===== src/rtl/rs_chipkill_encoder.sv =====
// rs_chipkill_encoder
//   Streaming (10,8) Reed-Solomon encoder over GF(2^8) (poly 0x11D, a = 0x02)
//   for a chipkill-style write path. Eight data symbols arrive serially; the
//   two check symbols are accumulated on the fly and the full 80-bit codeword
//   is presented on a valid/ready output.
//
//   Codeword layout: [79-8i:72-8i] = data symbol i, [15:8] = P0, [7:0] = P1
//     P0 = d0 ^ d1 ^ ... ^ d7
//     P1 = a^0*d0 ^ a^1*d1 ^ ... ^ a^7*d7
//
//   Optional feature macro: RS_ENC_ERR_INJECT_EN
//     Adds inj_en / inj_mask. When inj_en is high during the 8th input beat,
//     inj_mask is XORed into the registered codeword.
//
// Ports
//   clk        rising-edge clock
//   rst_n      asynchronous active-low reset
//   sym_valid  input symbol valid
//   sym_ready  encoder can accept a symbol (decoded from state)
//   sym_data   8-bit data symbol, first beat is symbol 0
//   cw_valid   codeword valid
//   cw_ready   downstream accepts codeword
//   cw_data    80-bit codeword
//   busy       partial codeword accepted or codeword pending
//   inj_en     (RS_ENC_ERR_INJECT_EN only) enable mask injection
//   inj_mask   (RS_ENC_ERR_INJECT_EN only) 80-bit error mask
//
// FSM states
//   state | meaning
//   ACCUM | accepting data symbols, accumulating P0/P1
//   OUT   | codeword held on cw_data until cw_ready handshake

module rs_chipkill_encoder (
  input  logic        clk,
  input  logic        rst_n,
  input  logic        sym_valid,
  output logic        sym_ready,
  input  logic [7:0]  sym_data,
  output logic        cw_valid,
  input  logic        cw_ready,
  output logic [79:0] cw_data,
  output logic        busy
`ifdef RS_ENC_ERR_INJECT_EN
  ,
  input  logic        inj_en,
  input  logic [79:0] inj_mask
`endif
);

  typedef enum logic {ACCUM = 1'b0, OUT = 1'b1} state_t;

  state_t      state_q, state_d;
  logic [2:0]  cnt_q, cnt_d;
  logic [7:0]  p0_q, p1_q;
  logic [7:0]  p0_next, p1_next;
  logic [7:0]  slots_q [7];
  logic [79:0] cw_q;
  logic [79:0] cw_clean, cw_load;
  logic        busy_q;
  logic        beat, last_beat, out_fire;

  // Multiply by a (0x02) with reduction by 0x11D.
  function automatic logic [7:0] mul_a(input logic [7:0] x);
    return {x[6:0], 1'b0} ^ (x[7] ? 8'h1D : 8'h00);
  endfunction

  // Constant multiplier a^k, k selected by the running symbol count.
  function automatic logic [7:0] mul_a_pow(input logic [7:0] x, input logic [2:0] k);
    logic [7:0] r;
    r = x;
    for (int i = 0; i < 7; i++) begin
      if (3'(i) < k) r = mul_a(r);
    end
    return r;
  endfunction

  assign beat      = sym_valid & sym_ready;
  assign last_beat = beat & (cnt_q == 3'd7);
  assign out_fire  = cw_valid & cw_ready;

  assign p0_next = p0_q ^ sym_data;
  assign p1_next = p1_q ^ mul_a_pow(sym_data, cnt_q);

  // State register
  always_ff @(posedge clk or negedge rst_n) begin
    if (!rst_n) state_q <= ACCUM;
    else        state_q <= state_d;
  end

  // Next-state logic
  always_comb begin
    state_d = state_q;
    case (state_q)
      ACCUM: if (last_beat) state_d = OUT;
      OUT:   if (out_fire)  state_d = ACCUM;
      default: state_d = ACCUM;
    endcase
  end

  // Output decode
  always_comb begin
    sym_ready = (state_q == ACCUM);
    cw_valid  = (state_q == OUT);
  end

  always_comb begin
    cnt_d = cnt_q;
    if (beat)          cnt_d = cnt_q + 3'd1;
    else if (out_fire) cnt_d = 3'd0;
  end

  // The 8th symbol and final parities bypass their registers so the
  // codeword can be captured in the same cycle as the last beat.
  always_comb begin
    cw_clean = '0;
    for (int i = 0; i < 7; i++) cw_clean[79-8*i -: 8] = slots_q[i];
    cw_clean[23:16] = sym_data;
    cw_clean[15:8]  = p0_next;
    cw_clean[7:0]   = p1_next;
  end

`ifdef RS_ENC_ERR_INJECT_EN
  assign cw_load = inj_en ? (cw_clean ^ inj_mask) : cw_clean;
`else
  assign cw_load = cw_clean;
`endif

  always_ff @(posedge clk or negedge rst_n) begin
    if (!rst_n) begin
      cnt_q  <= 3'd0;
      p0_q   <= 8'h00;
      p1_q   <= 8'h00;
      cw_q   <= '0;
      busy_q <= 1'b0;
      for (int i = 0; i < 7; i++) slots_q[i] <= 8'h00;
    end else begin
      cnt_q  <= cnt_d;
      busy_q <= (cnt_d != 3'd0) | (state_d == OUT);
      if (beat) begin
        p0_q <= p0_next;
        p1_q <= p1_next;
        if (cnt_q != 3'd7) slots_q[cnt_q] <= sym_data;
      end else if (out_fire) begin
        p0_q <= 8'h00;
        p1_q <= 8'h00;
      end
      if (last_beat) cw_q <= cw_load;
    end
  end

  assign cw_data = cw_q;
  assign busy    = busy_q;

endmodule


===== config.mk =====
export PLATFORM = sky130hd
export DESIGN_NAME = rs_chipkill_encoder
export DESIGN_NICKNAME = d
export VERILOG_FILES = /design/src/rtl/rs_chipkill_encoder.sv
export SDC_FILE = /design/constraint.sdc
export NUM_CORES = 1
export LEC_CHECK = 0
export CORE_ASPECT_RATIO = 1.25
export CORE_UTILIZATION = 25
export DETAILED_ROUTE_END_ITERATION = 8
export GPL_ROUTABILITY_DRIVEN = 0
export SYNTH_ARGS = -nofsm -noshare
export SYNTH_HDL_FRONTEND = slang
export SYNTH_SLANG_ARGS = --single-unit

===== constraint.sdc =====
create_clock -name clk -period 5.78 [get_ports clk]
set_input_delay 1.156 -clock clk [delete_from_list [all_inputs] [get_ports clk]]
set_output_delay 1.156 -clock clk [all_outputs]
set_load 0.05 [all_outputs]

Yosys cells after proc, flatten, opt, wreduce, memory -nomap -nowiden
Index checks and enable logic that the tools add are counted.
- add/sub/neg operators: 1
- order comparisons: 9
- equal/unequal tests: 2
- multiplexer cells: 25
- bitwise logic cells: 15
- reduce and logical (&&, ||, !) cells: 4
- operators with widths (cell ; number):
    8-bit two-way mux ; 11
    56-bit bitwise mux ; 1
    8-bit by 5-bit XOR with 8-bit output ; 7
    5-bit two-way mux ; 7
    8-bit demux with 3-bit select ; 1
    8-bit XOR ; 2
    3-bit less-than comparator (first input constant) ; 3
    1-bit by 3-bit less-than comparator with 1-bit output (first input constant) ; 2
    2-bit by 3-bit less-than comparator with 1-bit output (first input constant) ; 2
    3-bit two-way mux ; 2
    4-bit greater-or-equal comparator (second input constant) ; 1
    4-bit by 1-bit less-than comparator with 1-bit output (second input constant) ; 1
    3-bit NOT with 4-bit output ; 1
    3-bit by 1-bit adder with 3-bit output (second input constant) ; 1
    1-bit AND ; 3
    3-bit equality test (second input constant) ; 1
    3-bit != test (second input constant) ; 1
    3-bit nonzero test ; 1
    1-bit two-way mux ; 2
    1-bit case mux with 2 select lines ; 1
    2-bit AND reduction ; 1
    2-bit nonzero test ; 1
    1-bit logical AND ; 1
    1-bit NOT ; 1
    1-bit OR ; 1
- flip-flop bits (word level): 157
- input bits: 12
- output and inout bits: 83
- word-level logic and storage cells: 69

Longest topological paths before layout
Gate-level depths: netlist (run 1).
- depth after elaboration: 23
- gate-level depth with buffers: 10
- depth with buffers taken out: 8

Worst setup path after synthesis (run 1)
Ideal clock, no wire load.
- path type: input to register
- start point: input port sym_data[6]
- end point: register cw_q[4], in the netlist cw_data[4]
- data arrival time: 2.983 ns
- required time: 5.635 ns
- setup slack: 2.652 ns
- stages: 9
- path buffers: 1
- path through: buf_6 -> xnor3_1 -> nor2_1 -> o21a_1 -> o31ai_1 -> or4_1 -> nand4b_1 -> xor2_1 -> o221ai_1
- longest elaborated chain between the ends: 17
- elaborated cells on any way between the ends: 21
- RTL lines (item ; RTL line ; text):
    from (decl) ; 38 ; input logic [7:0] sym_data,
    8-bit by 5-bit XOR with 8-bit output ; 64 ; return {x[6:0], 1'b0} ^ (x[7] ? 8'h1D : 8'h00);
    8-bit two-way mux * ; 72 ; if (3'(i) < k) r = mul_a(r);
    5-bit two-way mux ; 64 ;
    8-bit by 5-bit XOR with 8-bit output ; 64 ;
    8-bit two-way mux * ; 72 ;
    8-bit by 5-bit XOR with 8-bit output ; 64 ;
    8-bit two-way mux * ; 72 ;
    8-bit by 5-bit XOR with 8-bit output ; 64 ;
    8-bit two-way mux * ; 72 ;
    8-bit by 5-bit XOR with 8-bit output ; 64 ;
    8-bit two-way mux * ; 72 ;
    5-bit two-way mux / 8-bit by 5-bit XOR with 8-bit output (equally long branches) ; 64 ;
    8-bit by 5-bit XOR with 8-bit output / 8-bit two-way mux (equally long branches) ; 64, 72 ;
    8-bit two-way mux * ; 72 ;
    8-bit by 5-bit XOR with 8-bit output ; 64 ;
    8-bit two-way mux * ; 72 ;
    8-bit XOR * ; 82 ; assign p1_next = p1_q ^ mul_a_pow(sym_data, cnt_q);
    to (signal assigned) ; 147 ; if (last_beat) cw_q <= cw_load;
    to (decl) ; 57 ; logic [79:0] cw_q;
Every way passes the cells marked *; elsewhere a longest branch is shown, timed or not.
A chain may end at the register's enable or synchronous reset.

Final worst setup path (run 1)
Ends and elaborated chain as after synthesis.

==> results_dict.tcl, run 1 <==
set metrics [dict create \
    status "complete, no violations" \
    synth_area_leaders "dfrtp_1 54%, mux2_2 19%, o21ai_0 3.4%" \
    synth-seq-area-share 0.5434 \
    die-area_um2 29610 \
    rr_worst_depth 8 \
    gr-usage-met1 0.1603 \
    max_freq_mhz 257.8 \
    synth-seq-cells 157 \
    grt_pass1_wl_um 28460 \
    numCtsBuffers 17 \
    rows 69 \
    grt_usage 0.1271 \
    p_leak_nw 3.906 \
    worstPathRequired_ps 6060 \
    drtAntennaViolNets 0 \
    layout-area-overhead-vs-synth_pct 26.81 \
    seqCellArea_um2 3929 \
    syn_nets 608 \
    fin_nets 695 \
    grt_max_degree 73 \
    p_per_area_nw_per_um2 653.1 \
    setup_viol 0 \
    viasPerCell 4.609 \
    drtPass1Iterations 4 \
    fill_cells 2838 \
    cp-end-kind "flop" \
    routed_wl_um 17880 \
    grt_util_met2 0.2051 \
    grt.met3_usage 0.03136 \
    synth-edff-count 0 \
    critPathKind "input pin to flop" \
    synth_cell_type_count 63 \
    critPathLaunchType "input pin" \
    avgRoutedWirePerCell_um 17.05 \
    tns_ps 0 \
    layout_min_cycle_time_ps 3879 \
    ys_warn_count 0 \
    worstSkewPairLatency_ps 420 \
    synth.avg_cell_area_um2 12.17 \
    drv_slew 0 \
    die-height_um 192.1 \
    grt_pass1_vias 4874 \
    pin_count 95 \
    vias 4835 \
    rsz0062_at_grt "no" \
    syn_area_um2 7229 \
    dp_cells 1017 \
    hold_path_class "flop to flop" \
    crit_fanout 12 \
    ir_drop_mv 0.3441 \
    multi_input_area_um2 3092 \
    synthFlopType "dfrtp_1" \
    place_hpwl_um 11960 \
    synth_cells 594 \
    cts_resized 0 \
    finalHoldViolations 0 \
    cts_tree "done" \
    antenna_found_initial 0 \
    initial_core_util 0.2545 \
    busiest_layer "met2" \
    min_delay_path_depth 2 \
    slew_headroom 0.2977 \
    grt-ovfl-total 0 \
    finClkSkew_ps 7.889 \
    num_antenna_cells 0 \
    drive_gt1_frac 0.2565 \
    cts_sinks 157 \
    synth_top_area_frac 0.5434 \
    max-clock-path-buffers 2 \
    core_area_um2 28400 \
    cts-htree-levels 4 \
    die_w_um 154.1 \
    cts_setup_buffers 0 \
    synth_top_cell_by_area "dfrtp_1" \
    worst_pin_slew_ps 1053 \
    arrival_ps 4160 \
    drt-initial-drc-count 191 \
    final-instance-count-excl-fill 1049 \
    synthArstFlopShare 1.000 \
    hold_buffers 0 \
    drc_errors 0 \
    clk_transition_reported_paths_ps 60 \
    fin_crit_sh 0.6711 \
    io_buffers 94 \
    drv_cap 0 \
    root_buffer "clkbuf_16" \
]
-- Yosys cell counts, types with 3 or more instances --
cell type	number
nand2_1	45
o21a_1	4
nand3_1	4
o31ai_1	5
mux2_2	120
buf_6	3
xnor2_1	26
and2_1	5
mux2i_1	6
buf_2	5
xor2_1	3
nor2_1	32
buf_1	6
xnor3_1	3
nor3_1	7
inv_1	6
nand2b_1	3
dfrtp_1	157
o21ai_0	49
a221oi_2	3
buf_4	3
a22o_1	3
or3_1	4
nor2b_1	6
a211oi_1	5
a21oi_1	15
clkbuf_1	22
-- layout by cell type, fill, tap and decap left out, drive strengths merged, types with 3 or more instances in the layout --
master,count
o31ai,5
clkdlybuf4s50,93
o21ai,51
mux2,120
dfrtp,157
inv,16
o21a,4
bufinv,3
mux2i,6
a22o,3
a221oi,4
nand2b,3
xnor2,27
a211oi,6
xnor3,3
clkbuf,18
nand2,45
xor2,4
nor2,32
clkinv,3
a21oi,16
buf,14
nor3,7
and2,5
nand3,4
or3,4
nor2b,6
-- critical path, stage by stage --
cell and delay, ps:
clkdlybuf4s50_1 970, mux2i_1 220, o21a_1 290, nor3_1 390
o31ai_1 180, or4_1 490, nand4b_1 110, xor2_1 190
o221ai_1 150
-- metal layers --
| layer | part of all wire | wire length, µm |
|---|---|---|
| met1 | 0.45 | 8067 |
| met2 | 0.49 | 8716 |
| met3 | 0.040 | 718 |
| met4 | 0.021 | 381 |
| met5 | 0 | 0 |
-- path summary, 6_finish.rpt --
| path | endpoint | slack [ps] | startpoint |
|---|---|---|---|
| setup / recovery | cw_data[4] | 1900 | sym_data[6] |
| hold / removal | cw_data[13] | 480 | cw_data[13] |
| setup reg to reg | cw_data[6] | 2540 | cnt_q[0] |
| hold reg to reg | cw_data[13] | 480 | cw_data[13] |
| max in group asynchronous | cw_clean[70] | 3960 | rst_n |
| min in group asynchronous | cw_data[35] | 740 | rst_n |
-- cell type report --
type                    instances  area share
well taps                     355     0.04845
repair buffers                107      0.1134
flip-flops and latches        157      0.4286
inverters                       8    0.003276
clock inverters                14     0.02115
multi-input cells             390      0.3372
clock buffers                  18     0.04790
-- where the power goes --
part	internal, mW	leakage [nW]	switching, mW	total, mW
Clock	0.710	0.313	0.485	1.19
Combinational	1.14	1.63	1.74	2.89
Sequential	1.60	1.97	0.310	1.91
-- state kept, by name, summed over array words and instances, names as in the netlist --
register,count
cw_data,80
cw_clean,56
p0_q,8
p1_q,8
cnt_q,3
busy,1
cw_valid,1
-- through the flow --
step           area, µm²  hold slack (ps)  utilization  worst slack (ps)  power (mW)
2_1_floorplan       7229            471.1            -              2652       3.954
3_3_place_gp        8534            462.9       0.3005              1566       4.806
3_5_place_dp        8534            471.2       0.3005              1481       4.835
4_1_cts             9168            486.3       0.3228              1937       6.069
5_1_grt             9168            502.8       0.3228              1768       6.342
6_report            9168            476.8       0.3228              1901       5.988
-- logic make-up (layout without fill, tap and decap cells) --
group | count (synthesis) | in the layout | share of synthesized area
DFF | 157 | 157 | 0.5434
and+or+nand+nor | 120 | 120 | 0.07909
buffers and inverters | 47 | 147 | 0.02994
xor gates and xnor gates | 34 | 34 | 0.05054
adders and majority gates | 2 | 2 | 0.003461
AOI/OAI and AO/OA | 107 | 107 | 0.09519
muxes | 127 | 127 | 0.1983
Power figures use the tool's default switching activity.
==> run 2, diff against run 1 <==
==> constraint.sdc (replaced) <==
create_clock -name clk -period 3.8 [get_ports clk]
set_input_delay 0.76 -clock clk [delete_from_list [all_inputs] [get_ports clk]]
set_output_delay 0.76 -clock clk [all_outputs]
set_load 0.05 [all_outputs]
==> run 2 against run 1 <==
Effect of this change:
- worst hold slack got worse by 24 ps
- total power increased by 53%
- combinational power is 53% higher
- critical path depth unchanged
- via count up 1.1%
- cell count is 1.1% higher
- final area increased by 1.4%
- clock-buffer cell count up 1
- first-iteration DRC count up 64%
- critical endpoint unchanged
- largest cell class unchanged
==> results_dict.tcl, run 2 (same netlist as run 1, synthesis figures left out) <==
set metrics [dict create \
    fin_nets 707 \
    grt_pass1_vias 4937 \
    arrival_ps 3510 \
    fin_crit_sh 0.8490 \
    gr-usage-met1 0.1627 \
    seqCellArea_um2 3929 \
    worstSkewPairLatency_ps 430 \
    antenna_found_initial 0 \
    place_hpwl_um 12380 \
    hold_path_class "input pin to asynchronous set/reset pin" \
    num_antenna_cells 0 \
    grt_max_degree 107 \
    routed_wl_um 18300 \
    reg2reg_from "cnt_q[2]" \
    p_leak_nw 3.973 \
    drive_gt1_frac 0.2691 \
    drv_slew 0 \
    status "complete, no violations" \
    drtPass1Iterations 5 \
    io_buffers 94 \
    rsz0062_at_grt "no" \
    avgRoutedWirePerCell_um 17.24 \
    die-area_um2 29610 \
    cts_sinks 157 \
    max-clock-path-buffers 2 \
    setup_viol 0 \
    critPathLaunchType "input pin" \
    initial_core_util 0.2545 \
    grt-ovfl-total 0 \
    drc_errors 0 \
    p_sw_mw 3.872 \
    grt_pass1_wl_um 29050 \
    seqPwrFrac 0.318 \
    drt-initial-drc-count 314 \
    final_common_cell "dfrtp_1" \
    cts_resized 0 \
    p_comb_frac 0.483 \
    layout_min_cycle_time_ps 3226 \
    whs_ps 452.4 \
    core_area_um2 28400 \
    critPathKind "input pin to flop" \
    rows 69 \
    power_frac_clock 0.199 \
    cp-end-kind "flop" \
    grt_usage 0.1310 \
    r2r_slack_ps 810 \
    rr_worst_depth 8 \
    worstPathRequired_ps 4090 \
    die-height_um 192.1 \
    cts-htree-levels 4 \
    sw_frac_of_total 0.4221 \
    vias 4889 \
    drtAntennaViolNets 0 \
    internal_power_mw 5.300 \
    tns_ps 0 \
    die_w_um 154.1 \
    p_per_area_nw_per_um2 987.1 \
    mostFrequentLayoutCells "157 x dfrtp_1, 120 x mux2_2, 93 x clkdlybuf4s50_1, 49 x o21ai_0, 44 x nand2_1" \
    multi_input_area_um2 3092 \
    grt_util_met2 0.2114 \
    worst_pin_slew_ps 976.3 \
    hold_buffers 0 \
    ir_drop_mv 0.4606 \
    crit_fanout 9 \
    clk_transition_reported_paths_ps 70 \
    cts_tree "done" \
    finClkSkew_ps 7.075 \
    max_freq_mhz 310.0 \
    viasPerCell 4.608 \
    worstReg2RegEnd "p1_q[3]" \
    pin_count 95 \
    busiest_layer "met2" \
    layout-area-overhead-vs-synth_pct 28.52 \
    fill_cells 2798 \
    cts_setup_buffers 0 \
    drv_cap 0 \
    root_buffer "clkbuf_16" \
    finalHoldViolations 0 \
    slew_headroom 0.3492 \
    grt.met3_usage 0.03430 \
    largest_reg_flops 80 \
    numCtsBuffers 17 \
]
## run 2: cell count changes in the layout (fill, tap and decap cells not counted)
cell        change
clkinv_4        -1
inv_8           -1
inv_6           -2
clkinv_2        +1
buf_12          +3
clkinvlp_4      +2
clkbuf_8        +1
buf_4           +9
## run 2: per-layer routing
metal	wire (µm)	part of all wire	vias up
met4	522	0.029	0
met1	7996	0.44	2446
met3	946	0.052	28
met2	8830	0.48	118
met5	0	0	-
li1	-	-	2297
## run 2: how the worst max path moves through the flow
stage                 from    endpoint  slack, ps  cells after the start
4_1_cts        sym_data[7]  cw_data[4]        620                      9
2_1_floorplan  sym_data[6]  cw_data[4]       1070                      9
3_5_place_dp   sym_data[7]  cw_data[4]        160                      9
3_3_place_gp   sym_data[2]     p1_q[5]        230                      9
5_1_grt        sym_data[7]     p1_q[3]        300                      9
6_report       sym_data[7]  cw_data[4]        570                      9
## run 2: per-stage QoR
step | power, mW | cell area, µm² | setup WS (ps) | utilization | std cells
detailed placement | 7.406 | 8662 | 159.2 | 0.3050 | 1029
CTS | 9.276 | 9291 | 621.1 | 0.3271 | 1061
global route | 9.718 | 9291 | 299.5 | 0.3271 | 1061
floorplan | 6.014 | 7229 | 1068 | - | 594
finish | 9.172 | 9291 | 573.9 | 0.3271 | 1061
global placement | 7.349 | 8662 | 225.6 | 0.3050 | 1029
## run 2: area by class of cell
cell class                      instances  share of cell area
Clock buffer                           19             0.04875
Clock inverter                         13             0.01899
Tap cell                              355             0.04781
Inverter                                8            0.003232
Timing Repair Buffer                  119              0.1256
Multi-Input combinational cell        390              0.3328
Sequential cell                       157              0.4228
## run 2: critical path, cell delays in order
cell             delay [ps]
clkdlybuf4s50_1         700
xnor3_1                 490
nor2_1                  260
o21a_1                  230
o31ai_1                 120
or4_1                   480
nand4b_1                110
xor2_1                  200
o221ai_1                150
## run 2: power groups by stage
| stage | combinational, mW | sequential, mW | clock (mW) |
|---|---|---|---|
| after detailed placement | 4.45 | 2.95 | 0 |
| final | 4.43 | 2.92 | 1.82 |
| after CTS | 4.47 | 2.93 | 1.87 |
| after floorplan | 1.92 | 4.10 | 0 |
| after global placement | 4.42 | 2.93 | 0 |
| after global routing | 4.73 | 3.04 | 1.94 |
